$ cat src/rtl/sound_gen.sv
// Tone generator: plays one of four square-wave tones for a fixed number of ticks.
// Retrigger restarts the tone; completion emits a one-cycle done pulse.
module sound_gen #(
    parameter int HP0      = 56818,
    parameter int HP1      = 113636,
    parameter int HP2      = 75838,
    parameter int HP3      = 28409,
    parameter int DUR0     = 100,
    parameter int DUR1     = 100,
    parameter int DUR2     = 250,
    parameter int DUR3     = 500,
    parameter int TICK_DIV = 50000,
    parameter int HP_W     = 18,
    parameter int DUR_W    = 10
) (
    input  logic       clk,
    input  logic       rst,
    input  logic       trig,
    input  logic [1:0] sel,
    input  logic       mute,
    output logic       speaker,
    output logic       busy,
    output logic       done
);

    localparam int TICK_W = (TICK_DIV > 1) ? $clog2(TICK_DIV) : 1;
    localparam logic [TICK_W-1:0] TICK_M1 = TICK_W'(TICK_DIV - 1);

    typedef enum logic {
        IDLE = 1'b0,
        PLAY = 1'b1
    } state_t;

    state_t              state_r, state_s;
    logic [1:0]          sel_r, sel_s;
    logic [HP_W-1:0]     hp_cnt_r, hp_cnt_s;
    logic [TICK_W-1:0]   tick_cnt_r, tick_cnt_s;
    logic [DUR_W-1:0]    dur_cnt_r, dur_cnt_s;
    logic                tone_r, tone_s;
    logic                busy_r, busy_s;
    logic                done_r, done_s;

    function automatic logic [HP_W-1:0] hp_last(input logic [1:0] s);
        logic [HP_W-1:0] v;
        case (s)
            2'd0:    v = HP_W'(HP0 - 1);
            2'd1:    v = HP_W'(HP1 - 1);
            2'd2:    v = HP_W'(HP2 - 1);
            2'd3:    v = HP_W'(HP3 - 1);
            default: v = HP_W'(HP0 - 1);
        endcase
        return v;
    endfunction

    function automatic logic [DUR_W-1:0] dur_last(input logic [1:0] s);
        logic [DUR_W-1:0] v;
        case (s)
            2'd0:    v = DUR_W'(DUR0 - 1);
            2'd1:    v = DUR_W'(DUR1 - 1);
            2'd2:    v = DUR_W'(DUR2 - 1);
            2'd3:    v = DUR_W'(DUR3 - 1);
            default: v = DUR_W'(DUR0 - 1);
        endcase
        return v;
    endfunction

    // Next-state and next-value logic for the IDLE/PLAY machine and its counters.
    always_comb begin
        state_s    = state_r;
        sel_s      = sel_r;
        hp_cnt_s   = HP_W'(1'b0);
        tick_cnt_s = TICK_W'(1'b0);
        dur_cnt_s  = DUR_W'(1'b0);
        tone_s     = 1'b0;
        busy_s     = 1'b0;
        done_s     = 1'b0;
        case (state_r)
            IDLE: begin
                if (trig) begin
                    sel_s   = sel;
                    state_s = PLAY;
                    busy_s  = 1'b1;
                end else begin
                    state_s = IDLE;
                end
            end
            PLAY: begin
                busy_s = 1'b1;
                if (trig) begin
                    // Retrigger wins over a coincident natural completion.
                    sel_s   = sel;
                    state_s = PLAY;
                end else begin
                    if (hp_cnt_r == hp_last(sel_r)) begin
                        hp_cnt_s = HP_W'(1'b0);
                        tone_s   = ~tone_r;
                    end else begin
                        hp_cnt_s = hp_cnt_r + HP_W'(1'b1);
                        tone_s   = tone_r;
                    end
                    if (tick_cnt_r == TICK_M1) begin
                        tick_cnt_s = TICK_W'(1'b0);
                        if (dur_cnt_r == dur_last(sel_r)) begin
                            state_s  = IDLE;
                            hp_cnt_s = HP_W'(1'b0);
                            tone_s   = 1'b0;
                            busy_s   = 1'b0;
                            done_s   = 1'b1;
                        end else begin
                            dur_cnt_s = dur_cnt_r + DUR_W'(1'b1);
                        end
                    end else begin
                        tick_cnt_s = tick_cnt_r + TICK_W'(1'b1);
                        dur_cnt_s  = dur_cnt_r;
                    end
                end
            end
            default: begin
                state_s = IDLE;
                sel_s   = 2'd0;
            end
        endcase
    end

    // State, counter and output registers.
    always_ff @(posedge clk or posedge rst) begin
        if (rst) begin
            state_r    <= IDLE;
            sel_r      <= 2'd0;
            hp_cnt_r   <= HP_W'(1'b0);
            tick_cnt_r <= TICK_W'(1'b0);
            dur_cnt_r  <= DUR_W'(1'b0);
            tone_r     <= 1'b0;
            busy_r     <= 1'b0;
            done_r     <= 1'b0;
        end else begin
            state_r    <= state_s;
            sel_r      <= sel_s;
            hp_cnt_r   <= hp_cnt_s;
            tick_cnt_r <= tick_cnt_s;
            dur_cnt_r  <= dur_cnt_s;
            tone_r     <= tone_s;
            busy_r     <= busy_s;
            done_r     <= done_s;
        end
    end

    assign speaker = tone_r & ~mute;
    assign busy    = busy_r;
    assign done    = done_r;

endmodule

$ cat config.mk
export PLATFORM = sky130hd
export DESIGN_NAME = sound_gen
export DESIGN_NICKNAME = d
export VERILOG_FILES = /design/src/rtl/sound_gen.sv
export SDC_FILE = /design/constraint.sdc
export NUM_CORES = 1
export LEC_CHECK = 0
export ABC_AREA = 1
export BUFFER_PORTS_ARGS = -buffer_cell sky130_fd_sc_hd__buf_4
export CAP_MARGIN = 0
export CORE_MARGIN = 2
export CORE_UTILIZATION = 35
export DETAILED_ROUTE_END_ITERATION = 16
export PLACE_DENSITY_LB_ADDON = 0.3
export SKIP_CTS_REPAIR_TIMING = 1
export SYNTH_ARGS = -nofsm -noshare
export SYNTH_HDL_FRONTEND = slang
export SYNTH_SLANG_ARGS = --single-unit
$ cat constraint.sdc
create_clock -name clk -period 5.1 [get_ports clk]
set_clock_uncertainty 0.15 [all_clocks]
set_input_delay 1.53 -clock clk [delete_from_list [all_inputs] [get_ports clk]]
set_output_delay 1.53 -clock clk [all_outputs]
set_load 0.02 [all_outputs]
### Word-level counts from Yosys, hierarchy flattened

Index checks and enable logic that the tools add are counted.

* flip-flop bits (word level): 49
* word-level logic and storage cells: 57

* add/sub/neg operators: 3
* multiplexer cells: 34
* equality and inequality tests: 7
* bitwise logic cells: 4
* reduce and logical (&&, ||, !) cells: 2

Operator list (count)
* $mux W18: 7
* $pmux W18 S4: 1
* $mux W10: 7
* $mux W16: 3
* $pmux W10 S3: 1
* $add A18 B1 Y18 const B: 1
* $eq A18 B18 Y1: 1
* $add A16 B1 Y16 const B: 1
* $eq A16 B16 Y1 const B: 1
* $mux W1: 13
* $add A10 B1 Y10 const B: 1
* $eq A10 B10 Y1: 1
* $eq A2 B2 Y1 const B: 2
* $ne A3 B2 Y1 const B: 1
* $not A1 Y1: 3
* $eq A2 B1 Y1 const B: 1
* $logic_not A2 Y1: 1
* $mux W2: 1
* $pmux W1 S2: 1
* $reduce_or A2 Y1: 1
* $and A1 B1 Y1: 1

### Depth between registers and ports, before layout

Gate-level depths: netlist of run 1.

* depth after elaboration: 11
* depth in mapped cells: 13
* gate-level depth less buffers: 12

### Worst setup path after synthesis of run 1

Ideal clock, no wire load.

* path kind: input-to-output
* start point: input mute
* end point: output speaker
* data arrival time: 1.823 ns
* stages: 1
* slack: 1.597 ns
* cells stage by stage: nor2_1

* word-level cells in the longest chain between the ends: 2

RTL lines
* start, declared: RTL line 20 `input logic mute,`
* $not A1 Y1: RTL line 148 `assign speaker = tone_r & ~mute;`
* $and A1 B1 Y1: RTL line 148
* end, declared: RTL line 21 `output logic speaker,`

No other way between the ends.

### Final worst setup path of run 1

Same ends and word-level chain as after synthesis.

==> results of run 1 <==
## routing by layer
layer | share of wire (%) | global-route usage (%) | routed length (um)
met1 | 45 | 17.42 | 2663
met2 | 51 | 25.41 | 3014
met4 | 1.2 | 5.000 | 73
met3 | 2.5 | 2.213 | 146
met5 | 0 | 0 | 0
## area by class of cell
class / count / area (um^2)
Sequential cell: 49 / 1226
Clock buffer: 7 / 86.33
Multi-Input combinational cell: 280 / 1455
Tap cell: 105 / 131.4
Fill cell: 884 / 4972
Timing Repair Buffer: 8 / 60.06
Clock inverter: 1 / 30.03
Inverter: 57 / 214.0
## power by group
part	internal [mW]	leakage, nW	switching [mW]	total (mW)
registers	0.404	0.667	0.0242	0.428
logic	0.0388	0.772	0.0648	0.104
clock network	0.160	0.0585	0.129	0.289
## worst min path at each step
stage	from	end	slack (ns)	cells past startpoint
2_1_floorplan	tick_cnt_r[0]	tick_cnt_r[0]	0.28	1
3_3_place_gp	tick_cnt_r[0]	tick_cnt_r[0]	0.31	1
3_5_place_dp	tick_cnt_r[0]	tick_cnt_r[0]	0.31	1
4_1_cts	tick_cnt_r[0]	tick_cnt_r[0]	0.33	1
5_1_grt	tick_cnt_r[9]	tick_cnt_r[9]	0.36	1
6_report	tick_cnt_r[0]	tick_cnt_r[0]	0.32	1
## sequential cells by signal, indices dropped and copies added (netlist names)
name        count
hp_cnt_r       18
tick_cnt_r     16
dur_cnt_r      10
sel_r           2
busy            1
done            1
tone_r          1
## critical path: stages
cell and delay (ns):
buf_4 0.11, nor2_1 0.09, buf_4 0.14
## layout by cell type (no fill, tap or decap), types with 4 or more instances in the layout
master	netlist	final
nand4_1	8	8
nand2_1	98	98
dfrtp_1	49	49
nor2_1	53	53
nor3_1	9	9
a21oi_1	10	10
clkbuf_8	0	6
nand3_1	23	23
nand3_2	4	4
o21ai_0	21	21
xor2_1	15	15
nor2_2	14	14
buf_4	1	8
inv_1	54	53
ha_1	10	10
## stage by stage
stage               hold slack, ns  utilization [%]  area [um^2]  setup slack (ns)
floorplan                   0.2808                -         2933             1.597
detailed placement          0.3102            37.76         3087             1.555
CTS                         0.3250            39.18         3203             1.554
finish                      0.3245            39.18         3203             1.556
global placement            0.3096            37.76         3087             1.550
global route                0.3635            39.18         3203             1.515
## Yosys cell counts, drive strengths merged
| cell | n |
|---|---|
| dfrtp | 49 |
| ha | 10 |
| o21a | 1 |
| clkbuf | 1 |
| buf | 3 |
| nand2 | 101 |
| a21oi | 10 |
| a211oi | 1 |
| inv | 56 |
| o21ai | 22 |
| nor4 | 1 |
| a21boi | 1 |
| clkinv | 1 |
| nand3 | 28 |
| nor2 | 68 |
| xor2 | 15 |
| nor3 | 10 |
| a31oi | 1 |
| nand4 | 8 |
| xnor2 | 3 |
## logic make-up after synthesis
group | count (synthesis)
and+or+nand+nor | 216
buffers and inverters | 61
DFF | 49
AOI/OAI and AO/OA | 36
xor gates and xnor gates | 18
adders and majority gates | 10
==> results.toml, run 1 <==
[yosys]
synth_area_um2 = 2933
syn-num-nets = 406
yosys_warnings = 0
synth_top_area_share_pct = 41.81
synth_cell_types = 30
synthMuxAreaShare_pct = 0
synthSimpleGateAreaFrac_pct = 33.53
synth_adder_area_share_pct = 4.266
synth_top_family_by_area = "simple AND/OR/NAND/NOR gates"
syn_avg_cell_area_um2 = 7.520
ys_ff_latch = 49
ys_seq_area_share_pct = 41.81
synth_compound_area_share_pct = 6.442
synthXorXnorAreaFrac_pct = 5.375
syn-instance-count = 390
synth_top_cell_by_area = "dfrtp_1"
synth_area_leaders = "dfrtp_1 (42%), nand2_1 (13%), inv_1 (6.9%)"

[drt]
first_pass_iters = 5
drc = 0
vias = 2370
wl_um = 5897
wire_per_inst_um = 11.63
dr.first_iter.drc_count = 76
viasPerCell = 4.675
ant_nets = 0

[sta]
finalSetupViolCount = 0
setup_tns_ns = 0
finalCritPeriodShare_pct = 69.48
clock.fmax_mhz = 282.2
rsz0062_at_grt = "no"
finalHoldViolCount = 0
slew_viol_final = 0
max-slew-margin-rel_pct = 32.26
period_needed_ns = 3.544
tightestPinTransition_ns = 1.015

[placement]
numPortBuffers = 8
place_congestion = 0.8205
dp_cells = 499
dp_hpwl_um = 4352

[clock_network]
worstSkewPairLatency_ns = 0.30
path_clk_slew_ns = 0.08
cts_tree = "yes"
cts_buffers = 5
htreeDepth = 2
cts-root-buf = "clkbuf_8"
clockBufferDepth = 2
numClockSinks = 49

[setup_path]
critical_path.startpoint = "mute"
r2r-start = "sel_r[1]"
crit_path_max_fanout = 1
cp.arrival_ns = 1.86
crit_path_end = "speaker"
critical_path_class = "input port to primary output"
reg2regPathDepth = 11
rrSetupSlack_ns = 2.71
crit_path_end_kind = "primary output"
crit_required_ns = 3.42
start_kind = "input port"
timing.rr.end = "hp_cnt_r[17]"

[finish]
antenna_cells = 0
drive_gt1_share_pct = 10.45
stdcell_count = 507
nets = 417
area_growth_pct = 9.215

[run]
drv_cap = 0

[die]
core-area_um2 = 8175
dieWidth_um = 95.54
start_util_pct = 35.87
fp.dieH_um = 95.54
design.die.area_um2 = 9128
rows = 33
ios = 9

[worst_hold_path]
worstHoldPathType = "flip-flop to flip-flop"

[pwr]
p_per_area_nw_per_um2 = 256.1
ir_drop_v = 0.0001078
totalPowerFinal_mw = 0.8204
p_leak_nw = 1.498

[global_routing]
overflow = 0
gr-usage-all-layers_pct = 14.27
antenna_found_initial = 0
grt_pass1_vias = 2379
grt_pass1_wl_um = 10300
grt_max_degree = 50

[run_status]
status = "finished clean"
Note: power is estimated with default switching activity, not from simulation.
==> run 2: changes to the inputs <==
==> constraint.sdc (replaced) <==
create_clock -name clk -period 2.9 [get_ports clk]
set_clock_uncertainty 0.15 [all_clocks]
set_input_delay 0.87 -clock clk [delete_from_list [all_inputs] [get_ports clk]]
set_output_delay 0.87 -clock clk [all_outputs]
set_load 0.02 [all_outputs]
==> run 2 against run 1 <==
  * Design area rose by 0.74%
  * First-iteration DRC count rose by 30%
  * Sequential power rose by 76%
  * Clock power rose by 79%
  * Final cell count rose by 0.20%
  * Critical endpoint is now hp_cnt_r[17]
==> results.toml, run 2 (synthesis gave the netlist of run 1 again) <==
[sta]
clock.fmax_mhz = 419.7
finalCritPeriodShare_pct = 82.17
max-slew-margin-rel_pct = 59.94
fin_ws_ns = 0.5172
rsz0062_at_grt = "no"
whs_ns = 0.3235
setup_tns_ns = 0
period_needed_ns = 2.383
tightestPinTransition_ns = 0.5963
finalSetupViolCount = 0
finalHoldViolCount = 0
slew_viol_final = 0

[setup_path]
crit_required_ns = 2.94
crit_path_max_fanout = 18
crit_path_end_kind = "flip-flop"
start_kind = "flip-flop"
critical_path_class = "flip-flop to flip-flop"
rrSetupSlack_ns = 0.52
reg2regPathDepth = 11
cp.arrival_ns = 2.42
timing.rr.end = "hp_cnt_r[17]"
r2r-start = "sel_r[1]"

[worst_hold_path]
hp-start = "tick_cnt_r[0]"
worstHoldPathCells = 1
worstHoldPathType = "flip-flop to flip-flop"
holdPathEnd = "tick_cnt_r[0]"

[finish]
antenna_cells = 0
nets = 418
drive_gt1_share_pct = 10.92
stdcell_count = 508
utilization_pct = 39.47
largest_register_ffs = 18
mostFrequentLayoutCells = "nand2_1 (98), nor2_1 (53), inv_1 (53)"
regMostFlops = "hp_cnt_r"
final_common_cell = "nand2_1"
top_regs = "hp_cnt_r x18, tick_cnt_r x16, dur_cnt_r x10"
design_area_um2 = 3227
area_growth_pct = 10.03

[clock_network]
cts-root-buf = "clkbuf_8"
clockBufferDepth = 2
path_clk_slew_ns = 0.09
htreeDepth = 2
cts_tree = "yes"
numClockSinks = 49
worstSkewPairLatency_ns = 0.31
cts_buffers = 5

[die]
core-area_um2 = 8175
ios = 9
dieWidth_um = 95.54
design.die.area_um2 = 9128
rows = 33
fp.dieH_um = 95.54
start_util_pct = 35.87

[pwr]
p_leak_nw = 1.506
swShare_pct = 27.20
power.share.clock_pct = 35.4
p_int_mw = 1.062
p_sw_mw = 0.3968
pwr-share-seq_pct = 51.8
combPwrFrac_pct = 12.8
p_per_area_nw_per_um2 = 452.1
totalPowerFinal_mw = 1.459
ir_drop_v = 0.0001783

[global_routing]
overflow = 0
antenna_found_initial = 0
grt_pass1_vias = 2392
grt_max_degree = 50
grt_pass1_wl_um = 10540
gr-usage-all-layers_pct = 14.70

[drt]
ant_nets = 0
wire_per_inst_um = 11.89
viasPerCell = 4.778
vias = 2427
wl_um = 6038
drc = 0
dr.first_iter.drc_count = 99
first_pass_iters = 4

[placement]
numPortBuffers = 8
place_congestion = 0.8688
dpl_cell_area_um2 = 3107
dp_hpwl_um = 4441
dp_slack_ns = 0.5367
dp_cells = 500

[run]
drv_cap = 0

[run_status]
status = "finished clean"
-- run 2: changes by cell type in the layout (fill, tap and decap cells not counted) --
cell	delta
clkbuf_1	-1
clkinvlp_4	+1
buf_12	+1
-- run 2: layout make-up --
class / instances / area, um^2
Sequential cell: 49 / 1226
Clock buffer: 6 / 82.58
Fill cell: 869 / 4949
Tap cell: 105 / 131.4
Multi-Input combinational cell: 280 / 1455
Timing Repair Buffer: 9 / 80.08
Inverter: 57 / 214.0
Clock inverter: 2 / 37.54
-- run 2: how the worst max path moves through the flow --
stage                        start            to  slack (ns)  cells after the start
after floorplan                rst          busy        0.71                      1
after global placement    sel_r[1]  hp_cnt_r[14]        0.62                     11
after detailed placement  sel_r[1]  hp_cnt_r[17]        0.54                     11
after CTS                 sel_r[1]  hp_cnt_r[17]        0.51                     11
after global routing      sel_r[1]  hp_cnt_r[17]        0.29                     11
final                     sel_r[1]  hp_cnt_r[17]        0.52                     11
-- run 2: worst max-delay path: stages, from the launching register on --
cell	delay, ns
dfrtp_1	0.50
inv_1	0.20
ha_1	0.38
inv_1	0.09
nand2_1	0.07
nand2_1	0.04
nor2_1	0.08
nand2_1	0.05
nor2_1	0.21
nand3_2	0.14
nand2_4	0.25
nor2_1	0.10
-- run 2: layer usage --
layer	GRT usage, %	part of all wire (%)
met1	17.44	46
met2	25.70	49
met3	3.083	2.9
met4	6.071	2.1
met5	0	0
-- run 2: power by group through the flow --
stage | Sequential (mW) | Clock (mW) | Combinational [mW]
after floorplan | 0.756 | 0 | 0.151
after global placement | 0.769 | 0 | 0.184
after detailed placement | 0.770 | 0 | 0.189
after CTS | 0.756 | 0.533 | 0.191
after global routing | 0.762 | 0.569 | 0.220
final | 0.755 | 0.516 | 0.187
